### config.mk
export PLATFORM = sky130hd
export DESIGN_NAME = alu64_flag_unit
export DESIGN_NICKNAME = d
export VERILOG_FILES = /design/src/rtl/alu64_flag_unit_pkg.sv /design/src/rtl/alu64_flag_unit_add64.sv /design/src/rtl/alu64_flag_unit.sv
export SDC_FILE = /design/constraint.sdc
export NUM_CORES = 1
export LEC_CHECK = 0
export ABC_AREA = 1
export CORE_ASPECT_RATIO = 1.5
export CORE_MARGIN = 2
export CORE_UTILIZATION = 25
export DETAILED_ROUTE_END_ITERATION = 12
export GPL_TIMING_DRIVEN = 1
export PLACE_DENSITY_LB_ADDON = 0.2
export RECOVER_POWER = 50
export SETUP_SLACK_MARGIN = 0.5
export SYNTH_ARGS = -nofsm -noshare
export SYNTH_HDL_FRONTEND = slang
export SYNTH_SLANG_ARGS = --single-unit
### constraint.sdc
create_clock -name clk -period 5.39 [get_ports clk]
set_input_delay 0.8085 -clock clk [delete_from_list [all_inputs] [get_ports clk]]
set_output_delay 0.8085 -clock clk [all_outputs]
set_load 0.01 [all_outputs]
### src/rtl/alu64_flag_unit_pkg.sv
// Shared constants for the 64-bit execution unit: ALU opcodes and flag-register bit positions.
package alu64_flag_unit_pkg;

    typedef logic [2:0] alu_op_t;

    localparam alu_op_t ALU_PASS_B = 3'b000;
    localparam alu_op_t ALU_ADD    = 3'b010;
    localparam alu_op_t ALU_SUB    = 3'b011;
    localparam alu_op_t ALU_AND    = 3'b100;
    localparam alu_op_t ALU_OR     = 3'b101;
    localparam alu_op_t ALU_XOR    = 3'b110;

    localparam int unsigned FLAG_Z = 0;
    localparam int unsigned FLAG_N = 1;
    localparam int unsigned FLAG_V = 2;
    localparam int unsigned FLAG_C = 3;
    localparam int unsigned NUM_FLAGS = 4;

endpackage

### src/rtl/alu64_flag_unit_add64.sv
// Two-operand adder with carry-in.
// Exposes the carry into the MSB so callers can derive signed overflow.
module alu64_flag_unit_add64 #(
    parameter int unsigned WIDTH = 64
) (
    input  logic [WIDTH-1:0] a,
    input  logic [WIDTH-1:0] b,
    input  logic             cin,
    output logic [WIDTH-1:0] sum,
    output logic             cout,
    output logic             c63
);

    // Split at the MSB so the carry into the top bit is visible.
    assign {c63, sum[WIDTH-2:0]} = {1'b0, a[WIDTH-2:0]} + {1'b0, b[WIDTH-2:0]}
                                 + {{(WIDTH-1){1'b0}}, cin};
    assign {cout, sum[WIDTH-1]}  = {1'b0, a[WIDTH-1]} + {1'b0, b[WIDTH-1]} + {1'b0, c63};

endmodule

### src/rtl/alu64_flag_unit.sv
// Combinational 64-bit ALU with N/Z/V/C flags, plus enabled result and flag registers
// with synchronous active-high reset.
module alu64_flag_unit
    import alu64_flag_unit_pkg::*;
#(
    parameter int unsigned WIDTH = 64
) (
    input  logic                 clk,
    input  logic                 reset,
    input  logic [WIDTH-1:0]     a,
    input  logic [WIDTH-1:0]     b,
    input  logic [2:0]           cntrl,
    input  logic                 set_flags,
    input  logic                 result_en,
    output logic [WIDTH-1:0]     result,
    output logic                 negative,
    output logic                 zero,
    output logic                 overflow,
    output logic                 carry_out,
    output logic [NUM_FLAGS-1:0] flags_q,
    output logic [WIDTH-1:0]     result_q
);

    logic             is_sub;
    logic [WIDTH-1:0] add_b;
    logic [WIDTH-1:0] add_sum;
    logic             add_cout;
    logic             add_c63;

    // Subtract is a + ~b + 1, so C = 1 means no borrow.
    assign is_sub = (cntrl == ALU_SUB);
    assign add_b  = is_sub ? ~b : b;

    alu64_flag_unit_add64 #(
        .WIDTH (WIDTH)
    ) u_add64 (
        .a    (a),
        .b    (add_b),
        .cin  (is_sub),
        .sum  (add_sum),
        .cout (add_cout),
        .c63  (add_c63)
    );

    always_comb begin
        result    = '0;
        carry_out = 1'b0;
        overflow  = 1'b0;
        case (cntrl)
            ALU_PASS_B: result = b;
            ALU_ADD, ALU_SUB: begin
                result    = add_sum;
                carry_out = add_cout;
                overflow  = add_c63 ^ add_cout;
            end
            ALU_AND: result = a & b;
            ALU_OR:  result = a | b;
            ALU_XOR: result = a ^ b;
            default: result = '0;
        endcase
    end

    assign negative = result[WIDTH-1];
    assign zero     = (result == '0);

    logic [NUM_FLAGS-1:0] flags_d;

    always_comb begin
        flags_d         = '0;
        flags_d[FLAG_Z] = zero;
        flags_d[FLAG_N] = negative;
        flags_d[FLAG_V] = overflow;
        flags_d[FLAG_C] = carry_out;
    end

    always_ff @(posedge clk) begin
        if (reset) begin
            flags_q <= '0;
        end else if (set_flags) begin
            flags_q <= flags_d;
        end
    end

    always_ff @(posedge clk) begin
        if (reset) begin
            result_q <= '0;
        end else if (result_en) begin
            result_q <= result;
        end
    end

endmodule

# After elaboration in Yosys (flattened, before gate mapping)
# Index checks and enable logic that the tools add are counted.
word_totals:
  input_bits: 135
  regBits: 68
  wordCells: 23
  out_inout_bits: 136
op_classes:
  eq_ne: 5
  addsub: 4
  mux: 4
  n_reduce_logical: 3
  n_bitwise: 5
op_table:
  columns: ["operator", "count"]
  rows:
  - ["64-bit one-hot mux with 5 select lines", 1]
  - ["63-bit by 63-bit adder with 64-bit output", 1]
  - ["64-bit by 1-bit adder with 64-bit output", 1]
  - ["64-bit AND", 1]
  - ["64-bit logical NOT", 1]
  - ["64-bit two-way mux", 1]
  - ["64-bit NOT", 1]
  - ["64-bit bitwise OR", 1]
  - ["64-bit XOR", 1]
  - ["3-bit == test (second input constant)", 3]
  - ["3-bit by 2-bit == test with 1-bit output (second input constant)", 2]
  - ["3-bit logical NOT", 1]
  - ["1-bit by 1-bit adder with 2-bit output", 1]
  - ["2-bit by 1-bit adder with 2-bit output", 1]
  - ["1-bit two-way mux", 2]
  - ["2-bit OR reduction", 1]
  - ["1-bit XOR", 1]

# Longest topological paths before layout
depth:
  word_depth: 7
  ltp_mapped: 29
  ltp_nobuf: 27

# Cells and area by module
# A second synthesis with hierarchy kept.
unflattened:
  cells_unflattened: 2652
  area_unflattened_um2: 14471.4
by_module_without_submodules:
  columns: ["module", "area_per_inst_um2", "cells_each", "seq_area_each_um2", "instances"]
  rows:
  - ["alu64_flag_unit", 8598.2, 1371, 1361.3, 1]
  - ["alu64_flag_unit_add64", 5873.1, 1281, 0.0, 1]

# Worst setup path after synthesis
# OpenSTA, ideal clock, no wires.
synth_timing:
  kind: "input-to-output"
  from: "input cntrl[2]"
  to: "output zero"
  t_required_ps: 4582
  stages: 27
  arrival_time_ps: 4466
  n_path_buf: 2
  path_slack_ps: 115
  path_cell_list: "inv_2 > nand3_2 > buf_6 > clkbuf_1 > xor2_1 > ha_1 > nand2_1 > nor2_1 > inv_2 > nor2_2 > inv_2 > nor2_2 > nand2_1 > nand2_2 > nand2_2 > nand2_1 > nand2_1 > o311ai_1 > fa_1 > a22o_1 > nor3b_1 > nand3_1 > nor2_1 > nand2_1 > nor2_2 > nand3_2 > inv_1"
synth_between:
  elab_chain_cells: 7
  elab_cells_between_ends: 14
  cone_classes: "4 x add/sub; 5 x eq/ne; 2 x mux; 3 x reduce/logical"
synth_lines:
  columns: ["item", "line_no", "source"]
  rows:
  - ["from (decl)", "alu64_flag_unit.sv:12", "input logic [2:0] cntrl,"]
  - ["3-bit by 2-bit == test with 1-bit output", "alu64_flag_unit.sv:31, alu64_flag_unit.sv:49", null]
  - ["64-bit two-way mux", "alu64_flag_unit.sv:32", "assign add_b = is_sub ? ~b : b;"]
  - ["63-bit by 63-bit adder with 64-bit output", "alu64_flag_unit_add64.sv:15", "assign {c63, sum[WIDTH-2:0]} = {1'b0, a[WIDTH-2:0]} + {1'b0, b[WIDTH-2:0]}"]
  - ["64-bit by 1-bit adder with 64-bit output", "alu64_flag_unit_add64.sv:16", "+ {{(WIDTH-1){1'b0}}, cin};"]
  - ["2-bit by 1-bit adder with 2-bit output", "alu64_flag_unit_add64.sv:17", "assign {cout, sum[WIDTH-1]} = {1'b0, a[WIDTH-1]} + {1'b0, b[WIDTH-1]} + {1'b0, c63};"]
  - ["64-bit one-hot mux with 5 select lines (*)", "alu64_flag_unit.sv:49", "case (cntrl)"]
  - ["64-bit logical NOT (*)", "alu64_flag_unit.sv:64", "assign zero = (result == '0);"]
  - ["to (decl)", "alu64_flag_unit.sv:17", "output logic zero,"]
# Mark *: on every way between the ends. The rest lies on a longest branch, timed or not.

# Worst setup path after layout
# Ends and elaborated chain as after synthesis.

==> results.toml <==
[sta]
hold_violations = 0
period_share_pct = 101
finalCriticalPeriod_ps = 5440
slew_viol_final = 41
fin_ws_ps = -51.6
fmax_mhz = 184
holdWs_ps = 477
clock_skew_ps = 0
worst_pin_slew_ps = 1970
tns_ps = -51.6
rsz0062_at_grt = "yes"
setup_viol = 1
slew_headroom_pct = -31.3

[floorplanning]
coreArea_mm2 = 0.0526
io_pins = 271
die_area_mm2 = 0.0551
die_y_um = 287
initial_core_util_pct = 25.3
dieWidth_um = 192
rows = 103

[global_route]
use_met3_pct = 2.12
busiest_layer = "met2"
globalRouteMet1Util_pct = 26.2
grt_pass1_wl_um = 109000
grt_max_degree = 89
globalRouteOverflowTotal = 0
grt_usage_pct = 26.7
antenna_found_initial = 6
met2_usage_pct = 52.4
grt_pass1_vias = 18100

[logic_synthesis]
synth_ff_type = "dfxtp_1"
synth_cell_types = 43
async_flop_share_pct = 0
ys_seq_area_share_pct = 10.2
syn_avg_cell_area_um2 = 5.54
syn_area_mm2 = 0.0133
synth_edf_count = 0
synthCells = 2404
synth-seq-cells = 68
synth_nets = 2732
ys_warn_count = 0

[setup_path]
cp_slowest_stage_delay_ps = 520
crit_family = "simple AND/OR/NAND/NOR gates"
path_common_cell = "nand2_1"
cpMaxStageDelayCell = "fa_1"
cp-start-kind = "input pin"
worstSetupPathType = "input pin to primary output"
crit_arrival_ps = 4630
cp_num_buf_inv = 9
worstSetupEndpointType = "primary output"
cp_max_fo = 7
worstPathRequired_ps = 4580

[clock_network]
numCtsBuffers = 9
clk_latency_ps = 330
clk_pin_slew_worst_paths_ps = 60
clockBufferDepth = 2
cts_root_buffer = "clkbuf_16"
cts_tree = "yes"
cts_max_level = 3
numClockSinks = 68
cts_hold_buf = 0

[job]
cap_violations = 1

[cells_and_area]
final_common_cell = "nand2_1"
final_cell_mix = "nand2_1 (647), buf_4 (594), inv_1 (551), ha_1 (187), nor2_1 (174)"
finalNetCount = 3582
area_growth_pct = 72.2
post-route-cell-area_mm2 = 0.0229
layout-drive-gt1-share_pct = 28.8

[placement]
placed_cell_area_mm2 = 0.0210
port_buffers = 270
dp.final_hpwl_um = 64000
gp_congestion = 0.985
pre_cts_ws_ps = -939

[route]
drcViolationCount = 0
via_per_inst = 4.52
antenna_left = 0
via_count = 17800
wl_per_cell_um = 19.0
drt_pass1_iterations = 6
wl_um = 74800
drt_iter0_drc = 733

[run_status]
violations = "max-capacitance violations, max-slew violations, negative setup slack"
status = "finished with violations"

[pwr]
peakVddDrop_mv = 0.162
power_density_mw_per_mm2 = 174
p_leak_uw = 0.0132

[worst_hold_path]
hold_class = "register to register"
where the power goes:
part	internal (µW)	total (µW)	switching, µW
combinational	1270	2760	1490
sequential	545	565	20.6
clock	443	659	216
total	2250	3980	1730
logic make-up after synthesis:
family,share of synthesized area (%)
AOI/OAI and AO/OA,13.5
DFF,10.2
buffers and inverters,18.3
adders and majority gates,18.3
and+or+nand+nor,35.6
xor gates and xnor gates,4.15
final timing paths:
path	start	end	slack [ps]	depth (start not counted)
hold reg to reg	result_q[6]	result_q[6]	480	2
setup / recovery	cntrl[2]	zero	-50	29
hold / removal	result_q[6]	result_q[6]	480	2
setup reg to reg	result_q[44]	result_q[44]	4620	4
registers in the layout (all words and copies together) (netlist names):
| name | cells |
|---|---|
| flags_q | 4 |
| result_q | 64 |
cells in the mapped netlist, types with 2 or more instances:
library cell,count,area (µm²)
a21oi_1,63,315
a21oi_2,2,17.5
a221oi_1,57,499
and2_1,6,37.5
buf_1,7,26.3
buf_2,13,65.1
buf_4,2,15.0
clkbuf_1,36,135
dfxtp_1,68,1360
fa_1,2,40.0
ha_1,191,2390
inv_1,563,2110
inv_2,19,71.3
nand2_1,746,2800
nand2_2,13,81.3
nand3_1,94,470
nand3_2,7,70.1
nand3b_1,10,75.1
nand4_1,20,125
nor2_1,206,773
nor2_2,24,150
nor3_1,14,70.1
nor3_2,4,40.0
o211ai_1,23,173
o21ai_0,102,510
o21ai_1,4,20.0
o21bai_1,3,22.5
o221ai_1,2,17.5
o22ai_1,27,169
xor2_1,63,552
worst min-delay path, cell delays in order, from the launching register on:
cell and delay, ps:
dfxtp_1 320, o211ai_1 80, inv_1 50
cell type report:
cell class,count,area (µm²)
fill,5728,29700
multi-input combinational,1694,10500
timing repair buffer,898,7680
inverter,583,2190
sequential,68,1360
tap,682,853
clock buffer,13,270
clock inverter,3,67.6
antenna,3,7.51
metal layers:
| metal | vias up | part of all wire, % |
|---|---|---|
| li1 | 9082 | - |
| met1 | 8174 | 35 |
| met4 | 4 | 8.2 |
| met3 | 151 | 2.8 |
| met2 | 413 | 54 |
| met5 | - | 0.036 |
stage by stage:
step	total power [µW]	utilization (%)	cells
after floorplan	1630	-	2404
after global placement	3100	40.0	3860
after detailed placement	3120	40.0	3860
after CTS	3900	42.2	3908
after global routing	4260	43.6	3943
final	3980	43.6	3944
repair_timing:
action	4_1_cts	5_1_grt
buffers inserted	29	32
endpoints found under the setup margin	62	46
endpoints found under the hold margin	0	0
gates cloned	3	1
pin swaps	43	74
resized for setup	215	173
Power figures use the tool's default switching activity.
